--- src/rtl/bist_response_analyzer.sv ---
// bist_response_analyzer
// Second stage of the BIST chain. Catches each rising edge of the pattern
// generator's strobe clock and compresses the 4-bit pattern into a MISR
// (x^4+x+1). After PATTERN_COUNT patterns it compares the signature with
// GOLDEN and reports pass/fail on the LEDs.
module bist_response_analyzer #(
    parameter int         PATTERN_COUNT = 9,
    parameter logic [3:0] SEED          = 4'h0,
    parameter logic [3:0] GOLDEN        = 4'hE
) (
    input  logic       clk,
    input  logic       rst,        // asynchronous, active-low
    input  logic       sclk_in,
    input  logic [3:0] pattern,
    input  logic       start,
    output logic       busy,
    output logic       done,
    output logic       pass,
    output logic       fail,
    output logic [3:0] signature,
    output logic [3:0] led
);

    localparam int CW = $clog2(PATTERN_COUNT + 1);
    localparam logic [CW-1:0] LAST_COUNT = CW'(PATTERN_COUNT - 1);

    typedef enum logic [1:0] {
        ST_IDLE = 2'd0,
        ST_RUN  = 2'd1,
        ST_DONE = 2'd2
    } state_t;

    // Strobe synchroniser and edge-history flops
    logic s1_q, s2_q, s3_q;
    logic stb;

    // Control and datapath state
    state_t        state_q, state_d;
    logic [3:0]    sig_q, sig_d;
    logic [CW-1:0] count_q, count_d;
    logic          busy_q, busy_d;
    logic          done_q, done_d;
    logic          pass_q, pass_d;
    logic          fail_q, fail_d;
    logic [3:0]    misr_next;

    // Two-flop synchroniser plus one history flop for edge detection
    always_ff @(posedge clk or negedge rst) begin
        if (!rst) begin
            s1_q <= 1'b0;
            s2_q <= 1'b0;
            s3_q <= 1'b0;
        end else begin
            s1_q <= sclk_in;
            s2_q <= s1_q;
            s3_q <= s2_q;
        end
    end

    // One-cycle pulse per synchronised rising edge of sclk_in
    assign stb = s2_q & ~s3_q;

    // MISR next state: shift with feedback from bit 3 into taps 0 and 1
    always_comb begin
        misr_next[0] = sig_q[3] ^ pattern[0];
        misr_next[1] = sig_q[0] ^ sig_q[3] ^ pattern[1];
        misr_next[2] = sig_q[1] ^ pattern[2];
        misr_next[3] = sig_q[2] ^ pattern[3];
    end

    // Run control: next state, signature, pattern count and status outputs
    always_comb begin
        state_d = state_q;
        sig_d   = sig_q;
        count_d = count_q;
        busy_d  = busy_q;
        done_d  = done_q;
        pass_d  = pass_q;
        fail_d  = fail_q;

        unique case (state_q)
            ST_IDLE, ST_DONE: begin
                // start beats a coincident strobe; that strobe's pattern is dropped
                if (start) begin
                    state_d = ST_RUN;
                    sig_d   = SEED;
                    count_d = '0;
                    busy_d  = 1'b1;
                    done_d  = 1'b0;
                    pass_d  = 1'b0;
                    fail_d  = 1'b0;
                end
            end
            ST_RUN: begin
                // start is ignored here; only strobes advance the run
                if (stb) begin
                    sig_d   = misr_next;
                    count_d = count_q + 1'b1;
                    if (count_q == LAST_COUNT) begin
                        state_d = ST_DONE;
                        busy_d  = 1'b0;
                        done_d  = 1'b1;
                        pass_d  = (misr_next == GOLDEN);
                        fail_d  = (misr_next != GOLDEN);
                    end
                end
            end
            default: begin
                state_d = ST_IDLE;
                sig_d   = SEED;
                count_d = '0;
                busy_d  = 1'b0;
                done_d  = 1'b0;
                pass_d  = 1'b0;
                fail_d  = 1'b0;
            end
        endcase
    end

    // State register with registered status outputs
    always_ff @(posedge clk or negedge rst) begin
        if (!rst) begin
            state_q <= ST_IDLE;
            sig_q   <= SEED;
            count_q <= '0;
            busy_q  <= 1'b0;
            done_q  <= 1'b0;
            pass_q  <= 1'b0;
            fail_q  <= 1'b0;
        end else begin
            state_q <= state_d;
            sig_q   <= sig_d;
            count_q <= count_d;
            busy_q  <= busy_d;
            done_q  <= done_d;
            pass_q  <= pass_d;
            fail_q  <= fail_d;
        end
    end

    assign busy      = busy_q;
    assign done      = done_q;
    assign pass      = pass_q;
    assign fail      = fail_q;
    assign signature = sig_q;
    assign led       = {done_q, pass_q, fail_q, busy_q};

endmodule

--- config.mk ---
export PLATFORM = sky130hd
export DESIGN_NAME = bist_response_analyzer
export DESIGN_NICKNAME = d
export VERILOG_FILES = /design/src/rtl/bist_response_analyzer.sv
export SDC_FILE = /design/constraint.sdc
export NUM_CORES = 1
export LEC_CHECK = 0
export ABC_AREA = 1
export BUFFER_PORTS_ARGS = -buffer_cell sky130_fd_sc_hd__buf_2
export CORE_MARGIN = 3
export CORE_UTILIZATION = 45
export DETAILED_ROUTE_END_ITERATION = 6
export PLACE_DENSITY = 0.74
export SYNTH_ARGS = -nofsm -noshare
export SYNTH_HDL_FRONTEND = slang
export SYNTH_SLANG_ARGS = --single-unit
--- constraint.sdc ---
create_clock -name clk -period 1.76 [get_ports clk]
set_clock_uncertainty 0.2 [all_clocks]
set_input_delay 0.088 -clock clk [delete_from_list [all_inputs] [get_ports clk]]
set_output_delay 0.088 -clock clk [all_outputs]
set_load 0.05 [all_outputs]
Word level (Yosys, flattened, before mapping)
Cells that the tools add are included.
Widths: inputs -> output; s select.
- register bits after elaboration: 17
- bits of input ports: 8
- output and inout port bits: 12
- $add $sub $neg: 1
- equal/unequal tests: 8
- muxes and demuxes: 23
- bitwise operators: 7
- reductions and logical operators: 4
- operator list (kind ; count):
    $pmux 4 s2 ; 2
    $mux 4 ; 3
    $mux 1 ; 10
    $eq 4x4->1 const B ; 2
    $pmux 1 s2 ; 4
    $mux 2 ; 3
    $ne 2x2->1 const B ; 3
    $xor 1x1->1 ; 5
    $add 4x1->4 const B ; 1
    $ne 4x4->1 const B ; 1
    $pmux 2 s2 ; 1
    $reduce_and 3->1 ; 1
    $eq 2x1->1 const B ; 1
    $eq 2x2->1 const B ; 1
    $logic_not 2->1 ; 1
    $reduce_and 2->1 ; 1
    $reduce_or 2->1 ; 1
    $and 1x1->1 ; 1
    $not 1->1 ; 1

Longest topological paths before layout
- depth in word-level cells: 6
- depth in mapped cells: 9

Worst setup path before layout
No wires, ideal clock.
- kind: flip-flop to flip-flop
- start: register state_q[1]
- end: register busy_q, in the netlist busy
- library setup time: 123 ps
- arrival: 1200 ps
- setup slack: 238 ps
- stages on the path, launching flop included: 8
- path through: dfrtp_1 > inv_1 > nand2_1 > nand2_1 > nand2_4 > nand2_4 > nand2_1 > o21ai_1
- word-level cells in the longest chain between the ends: 4
- elaborated cells on any way between the ends: 9
- those cells by class: eq/ne: 5; mux: 1; reduce/logical: 3
- RTL lines (element ; RTL line ; text):
    from (decl) ; 38 ; state_t state_q, state_d;
    from (signal assigned) ; 131 ; state_q <= state_d;
    $eq 2x2->1 or $logic_not 2->1 (tied branches) ; 81 ; unique case (state_q)
    $reduce_or 2->1 ; 81 ;
    $ne 2x2->1 (no line) ; - ;
    $reduce_and 3->1 (no line) ; - ;
    to (signal assigned) ; 134 ; busy_q <= busy_d;
    to (decl) ; 41 ; logic busy_q, busy_d;
Parallel ways exist; a longest one is shown, timed or not.
A chain may end at the register's enable or synchronous reset.

Final worst setup path
- start: register count_q[0]
- end: register busy_q, in the netlist busy
- word-level cells in the longest chain between the ends: 3
- RTL lines (element ; RTL line ; text):
    from (decl) ; 40 ; logic [CW-1:0] count_q, count_d;
    from (signal assigned) ; 133 ; count_q <= count_d;
    $eq 4x4->1 ; 99 ; if (count_q == LAST_COUNT) begin
    $ne 2x2->1 (no line) ; - ;
    $reduce_and 3->1 (no line) ; - ;
No other way between the ends.

==> impl_metrics.csv <==
group,metric,value,unit
global_route,grt_pass1_wl,2380,µm
global_route,grt_max_degree,17,
detailed_routing,drt_first_pass_iters,4,
placed_design,place.gp.congestion,0.768,
cts,cts.hold.buffers_added,6,
critical_path,crit_path_start,"count_q[0]$_DFFE_PN0P_",
cts,clock_latency,280,ps
cts,cts-resized-gates,0,
critical_path,cp_max_fo,4,
floorplan,initial_core_util,50.3,%
placed_design,hpwlAfterDp,1100,µm
synth,synth_largest_area_cell,"dfrtp_1",
detailed_routing,wl,1480,µm
final_layout,nFillCells,130,
critical_path,reg2reg_depth,7,
detailed_routing,vias,658,
power,max-vdd-ir-drop,0.844,mV
final_layout,drive_above_1_share,24.2,%
synth,netlist.area_leader.share,50.5,%
critical_path,r2r_setup_slack,360,ps
detailed_routing,avgRoutedWirePerCell,10.8,µm
cts,cts-buffers-inserted,3,
critical_path,critPathCaptureType,"flip-flop",
synth,syn_avg_cell_area,8.26,µm²
sta,tightest_slew,340,ps
cts,clockBufferDepth,2,
synth,ys_types,16,
final_layout,seqCellArea,400,µm²
power,p_leak,0.559,nW
cts,clockRootBuffer,"clkbuf_4",
floorplan,die_h,48.0,µm
detailed_routing,antenna_left,0,
flow_run,maxCapViolCount,0,
cts,cts_tree,"done",
floorplan,core_area,1580,µm²
cts,htree_num_levels,1,
power,power_switching,792,µW
final_layout,syn_to_final_growth,21.1,%
power,powerDensity,1620,nW/µm²
floorplan,io_pins,20,
synth,synthCells,96,
hold_path,hold_class,"input pin to asynchronous set/reset pin",
final_layout,multi_input_area,299,µm²
floorplan,fp.dieW,48.0,µm
outcome,outcome,"finished clean",
critical_path,reg2reg_to,"busy$_DFFE_PN0P_",
power,combPwrFrac,51.1,%
cts,cts_sinks,16,
detailed_routing,drc,0,
sta,rsz0062_at_grt,"no",
power,p_seq_share,36.8,%
detailed_routing,viasPerCell,4.84,
critical_path,crit_type,"flip-flop to flip-flop",
sta,timing.final.crit_period,1400,ps
critical_path,rr_startpoint,"count_q[0]$_DFFE_PN0P_",
power,sw_frac_of_total,50.8,%
global_route,overflow,0,
global_route,grt_pass1_vias,618,
critical_path,critPathLaunchType,"flip-flop",
final_layout,nets,132,
synth,synth_seq_cells,16,
floorplan,num_rows,14,
critical_path,critPathRequiredTime,1740,ps
placed_design,post_dp_cell_area,878,µm²
synth,syn_nets,106,
power,power.internal,766,µW
final_layout,final_cell_area,961,µm²
global_route,grt_usage,15.6,%
sta,final_hold_viol_count,0,
critical_path,arrival,1370,ps
sta,fmaxAchievable,0.715,GHz
sta,fin_crit_sh,79.4,%
synth,synth_area,793,µm²
synth,synth_warnings,0,
sta,slew_headroom,77.4,%
cts,cts.reportedPaths.clkPinSlew,90,ps
placed_design,io_buffers,19,
cts,post-cts-setup-buffers,0,
sta,final.setup.tns,0,ps
synth,ys_seq_area_share,50.5,%
sta,slew_viol_final,0,
critical_path,worstSetupEndpoint,"busy$_DFFE_PN0P_",
power,clockPowerShare,12.1,%
final_layout,diodes,0,
sta,setup_viol,0,
detailed_routing,drtIter0Drc,18,
floorplan,dieArea,2300,µm²
global_route,antenna_found_initial,0,
synth,synth_area_leaders,"dfrtp_1 50%, nand2_1 14%, inv_1 7.6%",
-- cell families after synthesis --
group / share of synthesized area [%]
DFF: 50.5
buffers and inverters: 11.8
adders and majority gates: 3.15
and+or+nand+nor: 25.2
AOI/OAI and AO/OA: 7.10
xor gates and xnor gates: 2.21
-- critical path, cell delays in order, from the launching register on --
cell	delay, ps
dfrtp_1	400
inv_1	90
ha_1	140
nand3_1	120
nand2_1	150
nand2_4	70
nand2_1	50
o21ai_1	50
-- sequential cells by signal (all words and copies together), names as in the netlist --
name / flops
busy: 1
count_q: 4
fail: 1
pass: 1
s1_q: 1
s2_q: 1
s3_q: 1
signature: 4
state_q: 2
-- area by class of cell --
| type | count | area share [%] |
|---|---|---|
| sequential | 16 | 41.7 |
| clock buffer | 3 | 2.34 |
| multi-input combinational | 59 | 31.1 |
| timing repair buffer | 25 | 16.1 |
| inverter | 17 | 6.64 |
| tap | 16 | 2.08 |
-- Yosys cell counts --
| library cell | number |
|---|---|
| ha_1 | 2 |
| inv_2 | 1 |
| o21ai_1 | 1 |
| nand2_2 | 2 |
| xor2_1 | 2 |
| nor2_2 | 2 |
| o221ai_1 | 1 |
| o22ai_1 | 2 |
| inv_1 | 16 |
| nand2_1 | 30 |
| dfrtp_1 | 16 |
| buf_4 | 4 |
| nand3_1 | 5 |
| o21ai_0 | 6 |
| nor2_1 | 4 |
| nand2_4 | 2 |
-- metal layers --
| metal | part of all wire [%] | GRT usage (%) |
|---|---|---|
| met5 | 0 | 0 |
| met4 | 3.5 | 12.4 |
| met3 | 4.7 | 4.89 |
| met2 | 47 | 24.3 |
| met1 | 45 | 17.4 |
-- worst min-delay path by stage --
stage	start	to	slack, ps	cells after the start
detailed placement	rst	signature[0]$_DFFE_PN0P_	-190	1
floorplan	rst	busy$_DFFE_PN0P_	-410	0
CTS	pattern[1]	signature[1]$_DFFE_PN0P_	30	6
global placement	rst	signature[0]$_DFFE_PN0P_	-190	1
global route	pattern[1]	signature[1]$_DFFE_PN0P_	60	6
finish	rst	busy$_DFFE_PN0P_	30	2
-- stage by stage --
step	setup slack, ps	std cells	power [mW]	hold slack, ps	util [%]
4_1_cts	351	136	1.56	26.4	61.0
2_1_floorplan	238	96	1.22	-408	-
3_3_place_gp	406	127	1.35	-188	55.7
5_1_grt	238	136	1.67	58.1	61.0
6_report	362	136	1.56	30.3	61.0
3_5_place_dp	365	127	1.37	-185	55.7
-- power groups by stage --
| stage | Clock [mW] | Combinational [mW] | Sequential (mW) |
|---|---|---|---|
| final | 0.189 | 0.796 | 0.574 |
| after global routing | 0.213 | 0.870 | 0.592 |
| after CTS | 0.193 | 0.798 | 0.573 |
| after detailed placement | 0 | 0.787 | 0.581 |
| after global placement | 0 | 0.772 | 0.574 |
| after floorplan | 0 | 0.405 | 0.811 |
-- placed cells by master (no fill, tap or decap), drive strengths merged --
| master | n |
|---|---|
| nand3 | 5 |
| ha | 2 |
| o22ai | 2 |
| o221ai | 1 |
| dlygate4sd3 | 6 |
| nor2 | 6 |
| o21ai | 7 |
| clkbuf | 3 |
| xor2 | 2 |
| nand2 | 34 |
| dfrtp | 16 |
| inv | 17 |
| buf | 19 |
No activity file was read; power rests on OpenSTA's default activity.
